===== config.mk =====
export PLATFORM = sky130hd
export DESIGN_NAME = operand_fetch_stage
export DESIGN_NICKNAME = d
export VERILOG_FILES = /design/src/rtl/operand_fetch_stage_pkg.sv /design/src/rtl/operand_fetch_stage_fwd_mux.sv /design/src/rtl/operand_fetch_stage.sv
export SDC_FILE = /design/constraint.sdc
export NUM_CORES = 1
export LEC_CHECK = 0
export BUFFER_PORTS_ARGS = -buffer_cell sky130_fd_sc_hd__buf_2
export CORE_ASPECT_RATIO = 2
export CORE_MARGIN = 2
export CORE_UTILIZATION = 40
export CTS_BUF_LIST = sky130_fd_sc_hd__clkbuf_16
export CTS_CLUSTER_DIAMETER = 100
export DETAILED_ROUTE_END_ITERATION = 8
export PLACE_DENSITY_LB_ADDON = 0.25
export SLEW_MARGIN = 25
export SYNTH_ARGS = -nofsm -noshare
export SYNTH_HDL_FRONTEND = slang
export SYNTH_SLANG_ARGS = --single-unit

===== constraint.sdc =====
create_clock -name clk -period 1.75 [get_ports clk]
set_clock_uncertainty 0.05 [all_clocks]
set_input_delay 0.175 -clock clk [delete_from_list [all_inputs] [get_ports clk]]
set_output_delay 0.175 -clock clk [all_outputs]
set_load 0.005 [all_outputs]

===== src/rtl/operand_fetch_stage_pkg.sv =====
// Shared constants and types for the operand fetch stage.
// DATA_BUS_WIDTH, REGFILE_ADDR_BITS and NUM_REGISTERS are the same values
// the register file is built with, so both sides agree on operand shape.
// stage_state_e names the occupancy of the output slot.
// fwd_src_e names where a forwarded operand comes from.
package operand_fetch_stage_pkg;

  localparam int DATA_BUS_WIDTH    = 24;
  localparam int REGFILE_ADDR_BITS = 4;
  localparam int NUM_REGISTERS     = 1 << REGFILE_ADDR_BITS;

  typedef logic [DATA_BUS_WIDTH-1:0]    data_t;
  typedef logic [REGFILE_ADDR_BITS-1:0] reg_addr_t;

  // EMPTY: no instruction held. FULL: instruction waiting for execute.
  // STALL: a load-use hazard blocked decode and left the slot empty.
  typedef enum logic [1:0] {
    STAGE_EMPTY = 2'b00,
    STAGE_FULL  = 2'b01,
    STAGE_STALL = 2'b10
  } stage_state_e;

  typedef enum logic [1:0] {
    SRC_ZERO = 2'b00,
    SRC_EX   = 2'b01,
    SRC_MEM  = 2'b10,
    SRC_RF   = 2'b11
  } fwd_src_e;

endpackage


===== src/rtl/operand_fetch_stage_fwd_mux.sv =====
// fwd_mux: combinational source select for one source operand.
// Ports:
//   i_rs                          source register address
//   i_rfData                      asynchronous register file read data
//   i_exValid/i_exWritesRd/i_exIsLoad/i_exRd/i_exResult  execute-stage state
//   i_memValid/i_memWritesRd/i_memRd/i_memResult          memory-stage state
//   o_operand                     resolved operand value
module fwd_mux
  import operand_fetch_stage_pkg::*;
(
  input  logic [REGFILE_ADDR_BITS-1:0] i_rs,
  input  logic [DATA_BUS_WIDTH-1:0]    i_rfData,
  input  logic                         i_exValid,
  input  logic                         i_exWritesRd,
  input  logic                         i_exIsLoad,
  input  logic [REGFILE_ADDR_BITS-1:0] i_exRd,
  input  logic [DATA_BUS_WIDTH-1:0]    i_exResult,
  input  logic                         i_memValid,
  input  logic                         i_memWritesRd,
  input  logic [REGFILE_ADDR_BITS-1:0] i_memRd,
  input  logic [DATA_BUS_WIDTH-1:0]    i_memResult,
  output logic [DATA_BUS_WIDTH-1:0]    o_operand
);

  fwd_src_e w_src;

  // Priority select: r0 is always zero, then the youngest producer wins.
  // A load in EX has no data yet, so it is never an EX forwarding source;
  // the top stalls instead.
  always_comb begin
    w_src = SRC_RF;
    if (i_rs == '0) begin
      w_src = SRC_ZERO;
    end else if (i_exValid && i_exWritesRd && !i_exIsLoad && (i_exRd == i_rs)) begin
      w_src = SRC_EX;
    end else if (i_memValid && i_memWritesRd && (i_memRd == i_rs)) begin
      w_src = SRC_MEM;
    end
  end

  // Operand data mux driven by the select above.
  always_comb begin
    o_operand = i_rfData;
    case (w_src)
      SRC_ZERO: o_operand = '0;
      SRC_EX:   o_operand = i_exResult;
      SRC_MEM:  o_operand = i_memResult;
      default:  o_operand = i_rfData;
    endcase
  end

endmodule


===== src/rtl/operand_fetch_stage.sv =====
// operand_fetch_stage: sits between decode and execute. Reads two source
// operands from the register file, applies EX/MEM forwarding, stalls decode
// on load-use hazards and registers the result into a valid/ready slot.
// Ports:
//   clk, reset                  clock and synchronous active-high reset
//   in_valid/in_ready           handshake from decode
//   in_rs1/in_rs2/in_use_rs2    source registers; B is in_imm when !in_use_rs2
//   in_imm, in_rd, in_writes_rd immediate, destination, destination enable
//   rf_read_addr1/2, rf_read_data1/2  register file asynchronous read ports
//   ex_*, mem_*                 state of the instructions in execute / memory
//   flush                       kills held and incoming instruction
//   out_valid/out_ready         handshake to execute
//   out_a/out_b/out_rd/out_writes_rd  registered resolved instruction
//   stall_count                 saturating count of load-use stall cycles
module operand_fetch_stage
  import operand_fetch_stage_pkg::*;
#(
  parameter int STALL_CNT_BITS = 16
) (
  input  logic                         clk,
  input  logic                         reset,
  input  logic                         in_valid,
  output logic                         in_ready,
  input  logic [REGFILE_ADDR_BITS-1:0] in_rs1,
  input  logic [REGFILE_ADDR_BITS-1:0] in_rs2,
  input  logic                         in_use_rs2,
  input  logic [DATA_BUS_WIDTH-1:0]    in_imm,
  input  logic [REGFILE_ADDR_BITS-1:0] in_rd,
  input  logic                         in_writes_rd,
  output logic [REGFILE_ADDR_BITS-1:0] rf_read_addr1,
  output logic [REGFILE_ADDR_BITS-1:0] rf_read_addr2,
  input  logic [DATA_BUS_WIDTH-1:0]    rf_read_data1,
  input  logic [DATA_BUS_WIDTH-1:0]    rf_read_data2,
  input  logic                         ex_valid,
  input  logic                         ex_writes_rd,
  input  logic                         ex_is_load,
  input  logic [REGFILE_ADDR_BITS-1:0] ex_rd,
  input  logic [DATA_BUS_WIDTH-1:0]    ex_result,
  input  logic                         mem_valid,
  input  logic                         mem_writes_rd,
  input  logic [REGFILE_ADDR_BITS-1:0] mem_rd,
  input  logic [DATA_BUS_WIDTH-1:0]    mem_result,
  input  logic                         flush,
  output logic                         out_valid,
  input  logic                         out_ready,
  output logic [DATA_BUS_WIDTH-1:0]    out_a,
  output logic [DATA_BUS_WIDTH-1:0]    out_b,
  output logic [REGFILE_ADDR_BITS-1:0] out_rd,
  output logic                         out_writes_rd,
  output logic [STALL_CNT_BITS-1:0]    stall_count
);

  stage_state_e                r_state;
  stage_state_e                w_nextState;
  logic [DATA_BUS_WIDTH-1:0]   r_outA;
  logic [DATA_BUS_WIDTH-1:0]   r_outB;
  logic [REGFILE_ADDR_BITS-1:0] r_outRd;
  logic                        r_outWritesRd;
  logic [STALL_CNT_BITS-1:0]   r_stallCount;

  logic [DATA_BUS_WIDTH-1:0]   w_fwdRs1;
  logic [DATA_BUS_WIDTH-1:0]   w_fwdRs2;
  logic [DATA_BUS_WIDTH-1:0]   w_operandB;
  logic                        w_slotFull;
  logic                        w_slotFree;
  logic                        w_loadInEx;
  logic                        w_hazard;
  logic                        w_accept;

  assign rf_read_addr1 = in_rs1;
  assign rf_read_addr2 = in_rs2;

  fwd_mux u_fwdRs1 (
    .i_rs          (in_rs1),
    .i_rfData      (rf_read_data1),
    .i_exValid     (ex_valid),
    .i_exWritesRd  (ex_writes_rd),
    .i_exIsLoad    (ex_is_load),
    .i_exRd        (ex_rd),
    .i_exResult    (ex_result),
    .i_memValid    (mem_valid),
    .i_memWritesRd (mem_writes_rd),
    .i_memRd       (mem_rd),
    .i_memResult   (mem_result),
    .o_operand     (w_fwdRs1)
  );

  fwd_mux u_fwdRs2 (
    .i_rs          (in_rs2),
    .i_rfData      (rf_read_data2),
    .i_exValid     (ex_valid),
    .i_exWritesRd  (ex_writes_rd),
    .i_exIsLoad    (ex_is_load),
    .i_exRd        (ex_rd),
    .i_exResult    (ex_result),
    .i_memValid    (mem_valid),
    .i_memWritesRd (mem_writes_rd),
    .i_memRd       (mem_rd),
    .i_memResult   (mem_result),
    .o_operand     (w_fwdRs2)
  );

  assign w_operandB = in_use_rs2 ? w_fwdRs2 : in_imm;

  // A load to r0 produces nothing that could be consumed, so it never stalls.
  assign w_loadInEx = ex_valid & ex_is_load & ex_writes_rd & (ex_rd != '0);
  assign w_hazard   = in_valid & w_loadInEx &
                      ((ex_rd == in_rs1) | (in_use_rs2 & (ex_rd == in_rs2)));

  assign w_slotFull = (r_state == STAGE_FULL);
  assign w_slotFree = !w_slotFull | out_ready;
  assign in_ready   = !w_hazard & w_slotFree;
  assign w_accept   = in_valid & in_ready & !flush;

  // Next-state logic for the output slot. flush beats everything; an
  // accept refills the slot even while it drains; a hazard that leaves the
  // slot empty is recorded as STALL, which behaves like EMPTY downstream.
  always_comb begin
    w_nextState = r_state;
    if (flush) begin
      w_nextState = STAGE_EMPTY;
    end else if (w_accept) begin
      w_nextState = STAGE_FULL;
    end else if (w_slotFree) begin
      w_nextState = w_hazard ? STAGE_STALL : STAGE_EMPTY;
    end
  end

  // Slot state register.
  always_ff @(posedge clk) begin
    if (reset) begin
      r_state <= STAGE_EMPTY;
    end else begin
      r_state <= w_nextState;
    end
  end

  // Operand payload only changes on accept, so it holds through drains
  // and back-pressure.
  always_ff @(posedge clk) begin
    if (reset) begin
      r_outA        <= '0;
      r_outB        <= '0;
      r_outRd       <= '0;
      r_outWritesRd <= 1'b0;
    end else if (w_accept) begin
      r_outA        <= w_fwdRs1;
      r_outB        <= w_operandB;
      r_outRd       <= in_rd;
      r_outWritesRd <= in_writes_rd;
    end
  end

  // Saturating load-use stall counter; flush deliberately leaves it alone.
  always_ff @(posedge clk) begin
    if (reset) begin
      r_stallCount <= '0;
    end else if (w_hazard && (r_stallCount != '1)) begin
      r_stallCount <= r_stallCount + 1'b1;
    end
  end

  assign out_valid     = (r_state == STAGE_FULL);
  assign out_a         = r_outA;
  assign out_b         = r_outB;
  assign out_rd        = r_outRd;
  assign out_writes_rd = r_outWritesRd;
  assign stall_count   = r_stallCount;

endmodule

======== After elaboration in Yosys (flattened, before gate mapping) ========
Cells that the tools add are included.
word-level totals
  register bits after elaboration ......... 71
operators by class
  add/sub/neg operators ................... 1
  equality and inequality tests ........... 10
  muxes and demuxes ....................... 12
  bitwise logic cells ..................... 11
  reduce and logical (&&, ||, !) cells .... 20
operators by type and width
  kind                                                              number
  24-bit one-hot mux with 3 select lines                            2
  24-bit two-way mux                                                1
  16-bit by 1-bit adder with 16-bit output (second input constant)  1
  4-bit == test                                                     4
  16-bit != test (second input constant)                            1
  2-bit two-way mux                                                 5
  1-bit AND                                                         9
  1-bit logical AND                                                 8
  4-bit zero test                                                   2
  2-bit by 1-bit == test with 1-bit output (second input constant)  3
  2-bit == test (second input constant)                             2
  1-bit zero test                                                   4
  2-bit zero test                                                   2
  1-bit two-way mux                                                 4
  4-bit nonzero test                                                1
  3-bit OR reduction                                                1
  1-bit OR                                                          2
  2-bit nonzero test                                                1
  2-bit OR reduction                                                1

======== Longest topological paths before layout ========
  depth after elaboration ................. 10
  gate-level depth with buffers ........... 8
  gate-level depth less buffers ........... 7

======== Cells and area by module ========
From an unflattened synthesis, not the netlist that was laid out.
second synthesis, totals
  cell total of the unflattened synthesis .. 575
  area, all modules ....................... 4538.1 µm²
by module, submodules not included
  module               instances  cells each  area an instance (µm²)  sequential area each (µm²)
  operand_fetch_stage  1          379         3339.5                  1421.4
  fwd_mux              2          98          599.3                   0.0

======== Worst setup path before layout ========
OpenSTA, ideal clock, no wires.
  kind .................................... register -> register
  start point ............................. register r_stallCount[6] (netlist: stall_count[6])
  end point ............................... register r_stallCount[15] (netlist: stall_count[15])
  library setup time ...................... 0.070 ns
  arrival ................................. 1.716 ns
  data required time ...................... 1.630 ns
  path slack .............................. -0.087 ns
  cell stages (with the launch flop) ...... 7
  clock period less this slack ............ 1.837 ns
  cell sequence ........................... dfxtp_1 > nand4_1 > nor3_2 > and2_1 > nand4_1 > or4_1 > a21oi_1
between the ends
  longest elaborated chain between the ends .. 2
  elaborated cells on any way between the ends .. 3
  classes of those cells .................. 1 x add/sub; 1 x eq/ne; 1 x reduce/logical
RTL lines
  item                                                                              line                        text
  from (decl)                                                                       operand_fetch_stage.sv:59   logic [STALL_CNT_BITS-1:0] r_stallCount;
  from (signal assigned)                                                            operand_fetch_stage.sv:159  r_stallCount <= r_stallCount + 1'b1;
  branches (longest 2 deep; another with 16-bit by 1-bit adder with 16-bit output)  n/a
Several ways; the timed one is not identified.
A chain may end at the register's enable or synchronous reset.

======== Worst setup path in the final report ========
  start point ............................. register r_stallCount[5] (netlist: stall_count[5])
  end point ............................... register r_stallCount[15] (netlist: stall_count[15])
Same word-level chain as after synthesis.

==> run summary <==
Initial Utilization -> 40.6%
IO Port Bufs -> 230
Mapped Area -> 4070 um2
DR vias -> 4658
Reg-to-Reg End -> stall_count[15]
CP endpoint -> stall_count[15]
Part of the power in combinational logic -> 15.5%
Clock power frac -> 47.9%
Total GRT Usage -> 27.0%
RSZ-0062 raised after global routing -> true
Internal cell power -> 3.59 mW
Sw Share -> 23.6%
Congestion Overflow GR -> 0
Most common cell on crit path -> nand4_1
Critical Path RT -> 1.90 ns
PwrDens -> 747 nW/um2
Clk_lat worst skew -> 0.33 ns
Chip height -> 147 um
Leakage -> 3.35 nW
Synth async-reset ratio -> 0%
Period utilization -> 102%
Drt drc -> 0
Crit path launch -> stall_count[5]
Share of the synthesized area in the top cell type -> 34.9%
Critical-path cell list -> nand4_1 -> nor3_4 -> and2_4 -> nand4_1 -> buf_4 -> o31ai_2 -> a21oi_2
Worst setup SP type -> register
TritonCTS clock tree -> done
Clock buffer count from CTS -> 9
CTS HTree Levels -> 3
Largest stage delay on the critical path -> 0.34 ns
Yosys warning total -> 0
Slew @ Worst Pin -> 0.486 ns
Crit path time final -> 1.78 ns
Syn Nets -> 613
Register share of total power -> 36.6%
Nets -> 873
ANT cells -> 0
Worst Hold Depth -> 3
Die ar. -> 11100 um2
Routed wire length -> 15.3 mm
Worst path slowest cell -> dfxtp_2
Worst EP arrival -> 1.93 ns
Failing checks -> setup timing
Post-synthesis sequential area ratio -> 34.9%
Cell taking the most area after synthesis -> dfxtp_1
DR iter-0 viols -> 179
Total power draw -> 4.70 mW
Maximum clock path buffer count -> 2
Cells after Synth -> 460
Hold buffer count at CTS -> 0
Slew HR -> 67.6%
Final setup vio count -> 3
Final hold vios -> 0
Main area contributors after synthesis -> dfxtp_1 (35%), mux2i_1 (13%), o21ai_0 (6.3%)
Pin count of the biggest net entering global routing -> 49
Hold Crit Class -> input pin to register
Critical path fanouts, max -> 4
Area Growth Syn to Fin -> 54.6%
IO Count -> 231
Final GP Congestion -> 0.890
Max Transition Viols Final -> 0
Worst-path clk slew -> 0.06 ns
DP HPWL -> 11.0 mm
Switching pwr -> 1.11 mW
R2R cell count -> 7
Row count -> 52
Layout cell share with drive strength beyond 1 -> 46.9%
# Max-Cap Violations -> 0
CTS Root Cell -> clkbuf_16
Synth Register Bits -> 71
FF-to-FF setup slack -> -0.03 ns
Post-layout util -> 62.8%
First-pass GRT wire length -> 23.0 mm
Fill count -> 905
Antenna Nets Post-Route -> 0
Ys flop type -> dfxtp_1
DR pass1 iterations -> 5
Fin worst setup slack -> -0.0284 ns
Avg Vias per Cell -> 5.42
Reg-to-reg startpoint -> stall_count[5]
Max Clk Rate -> 0.562 GHz
Core Region -> 10000 um2
Cell variety after synth -> 43
Initial antenna violation count -> 0
Clk sinks -> 71
Critical path endpoint category -> register
Post-synth EDFFs -> 0
Crit Path Category -> register to register
Avg WL per Cell -> 17.8 um
Syn_area_per_cell -> 8.85 um2
Die width -> 75.3 um
Run status -> complete, but fails checks
Peak supply drop -> 0.573 mV
Vias in the first global route -> 4769
[critical path: cells and delay by family, from the launching register on]
kind | cells | cell delay, ns
and+or+nand+nor | 4 | 0.74
AOI/OAI and AO/OA | 2 | 0.35
DFF | 1 | 0.34
buffers and inverters | 1 | 0.16
[layout by cell type, fill, tap and decap left out, drive strengths merged, types with 3 or more instances in the layout]
cell and n:
bufinv 4, buf 288, o31ai 8, nand4 7
xor2 6, or4 8, nor2b 3, inv 9
or3 4, a21oi 13, xnor2 13, nor3 7
o21ai 52, a22o 24, nand2 62, dfxtp 71
o211a 24, o41a 3, clkbuf 10, nor2 11
nor4 4, mux2i 54, nand3 5, o2bb2ai 24
[power groups by stage]
stage	Sequential, mW	Combinational (mW)	Clock (mW)
2_1_floorplan	1.76	0.295	0
4_1_cts	1.72	0.718	2.29
5_1_grt	1.73	0.790	2.37
3_5_place_dp	1.75	0.696	0
3_3_place_gp	1.75	0.681	0
6_report	1.72	0.728	2.25
[per-layer routing]
| metal | global-route usage (%) | part of all wire, % | vias up |
|---|---|---|---|
| met5 | 0 | 0 | - |
| met4 | 11.1 | 2.8 | 0 |
| met3 | 5.80 | 5.1 | 34 |
| met2 | 49.1 | 55 | 182 |
| met1 | 28.4 | 37 | 2213 |
| li1 | - | - | 2229 |
[state kept, by name (all words and copies together), names as in the netlist]
| name | flops |
|---|---|
| out_a | 24 |
| out_b | 24 |
| stall_count | 16 |
| out_rd | 4 |
| r_state | 2 |
| out_writes_rd | 1 |
[how the worst min path moves through the flow]
stage / startpoint / to / slack, ns
final: in_rd[1] / out_rd[1] / 0.03
after global routing: in_writes_rd / out_writes_rd / 0.04
after CTS: in_rd[1] / out_rd[1] / 0.02
after detailed placement: in_rd[1] / out_rd[1] / 0.37
after global placement: in_rd[1] / out_rd[1] / 0.36
after floorplan: reset / stall_count[6] / 0.19
[final cells by class]
cell class	count	area, um2	area share [%]
repair buffers	289	1730	27.5
clock inverters	7	136	2.17
multi-input cells	343	2580	41.0
flip-flops and latches	71	1430	22.7
clock buffers	9	225	3.58
well taps	135	169	2.68
inverters	6	22.5	0.358
[cell usage after synthesis (2+ instances only)]
master and number:
o211a_1 24, nor3_1 6, nor2b_1 3, nor2_1 11
clkbuf_1 21, dfxtp_1 71, nand3_1 5, o21ai_0 51
xnor2_1 13, xor2_1 6, buf_2 8, mux2i_1 54
or4_1 8, nand4_1 6, nand2_1 61, o2bb2ai_1 24
buf_4 10, or3_1 4, o31ai_1 8, nor4_1 3
buf_1 2, inv_1 5, a22o_1 24, a21oi_1 13
[what timing repair did]
| item | CTS | global route |
|---|---|---|
| gates cloned | 2 | 1 |
| pin swaps | 13 | 14 |
| endpoints found under the setup margin | 53 | 62 |
| resized for setup | 11 | 23 |
| buffers inserted | 3 | 4 |
[logic make-up after synthesis]
logic type      after synthesis  synth area share [%]
fa+ha+maj                     1                 0.307
buf+inv                      48                  5.78
xor+xnor                     19                  4.09
compound gates              152                  28.0
simple gates                115                  13.7
mux                          54                  13.3
flops                        71                  34.9
[through the flow]
stage	setup TNS, ns	hold slack (ns)	area [um2]	worst slack (ns)	cells
floorplan	0	0.189	4090	0.00629	460
global placement	-8.48	0.360	5700	-0.265	835
detailed placement	-10.43	0.371	5700	-0.255	835
CTS	-0.154	0.0221	6160	-0.0670	856
global route	-0.398	0.0365	6290	-0.0780	860
finish	-0.0485	0.0300	6290	-0.0284	860
No activity file was read; power rests on OpenSTA's default activity.
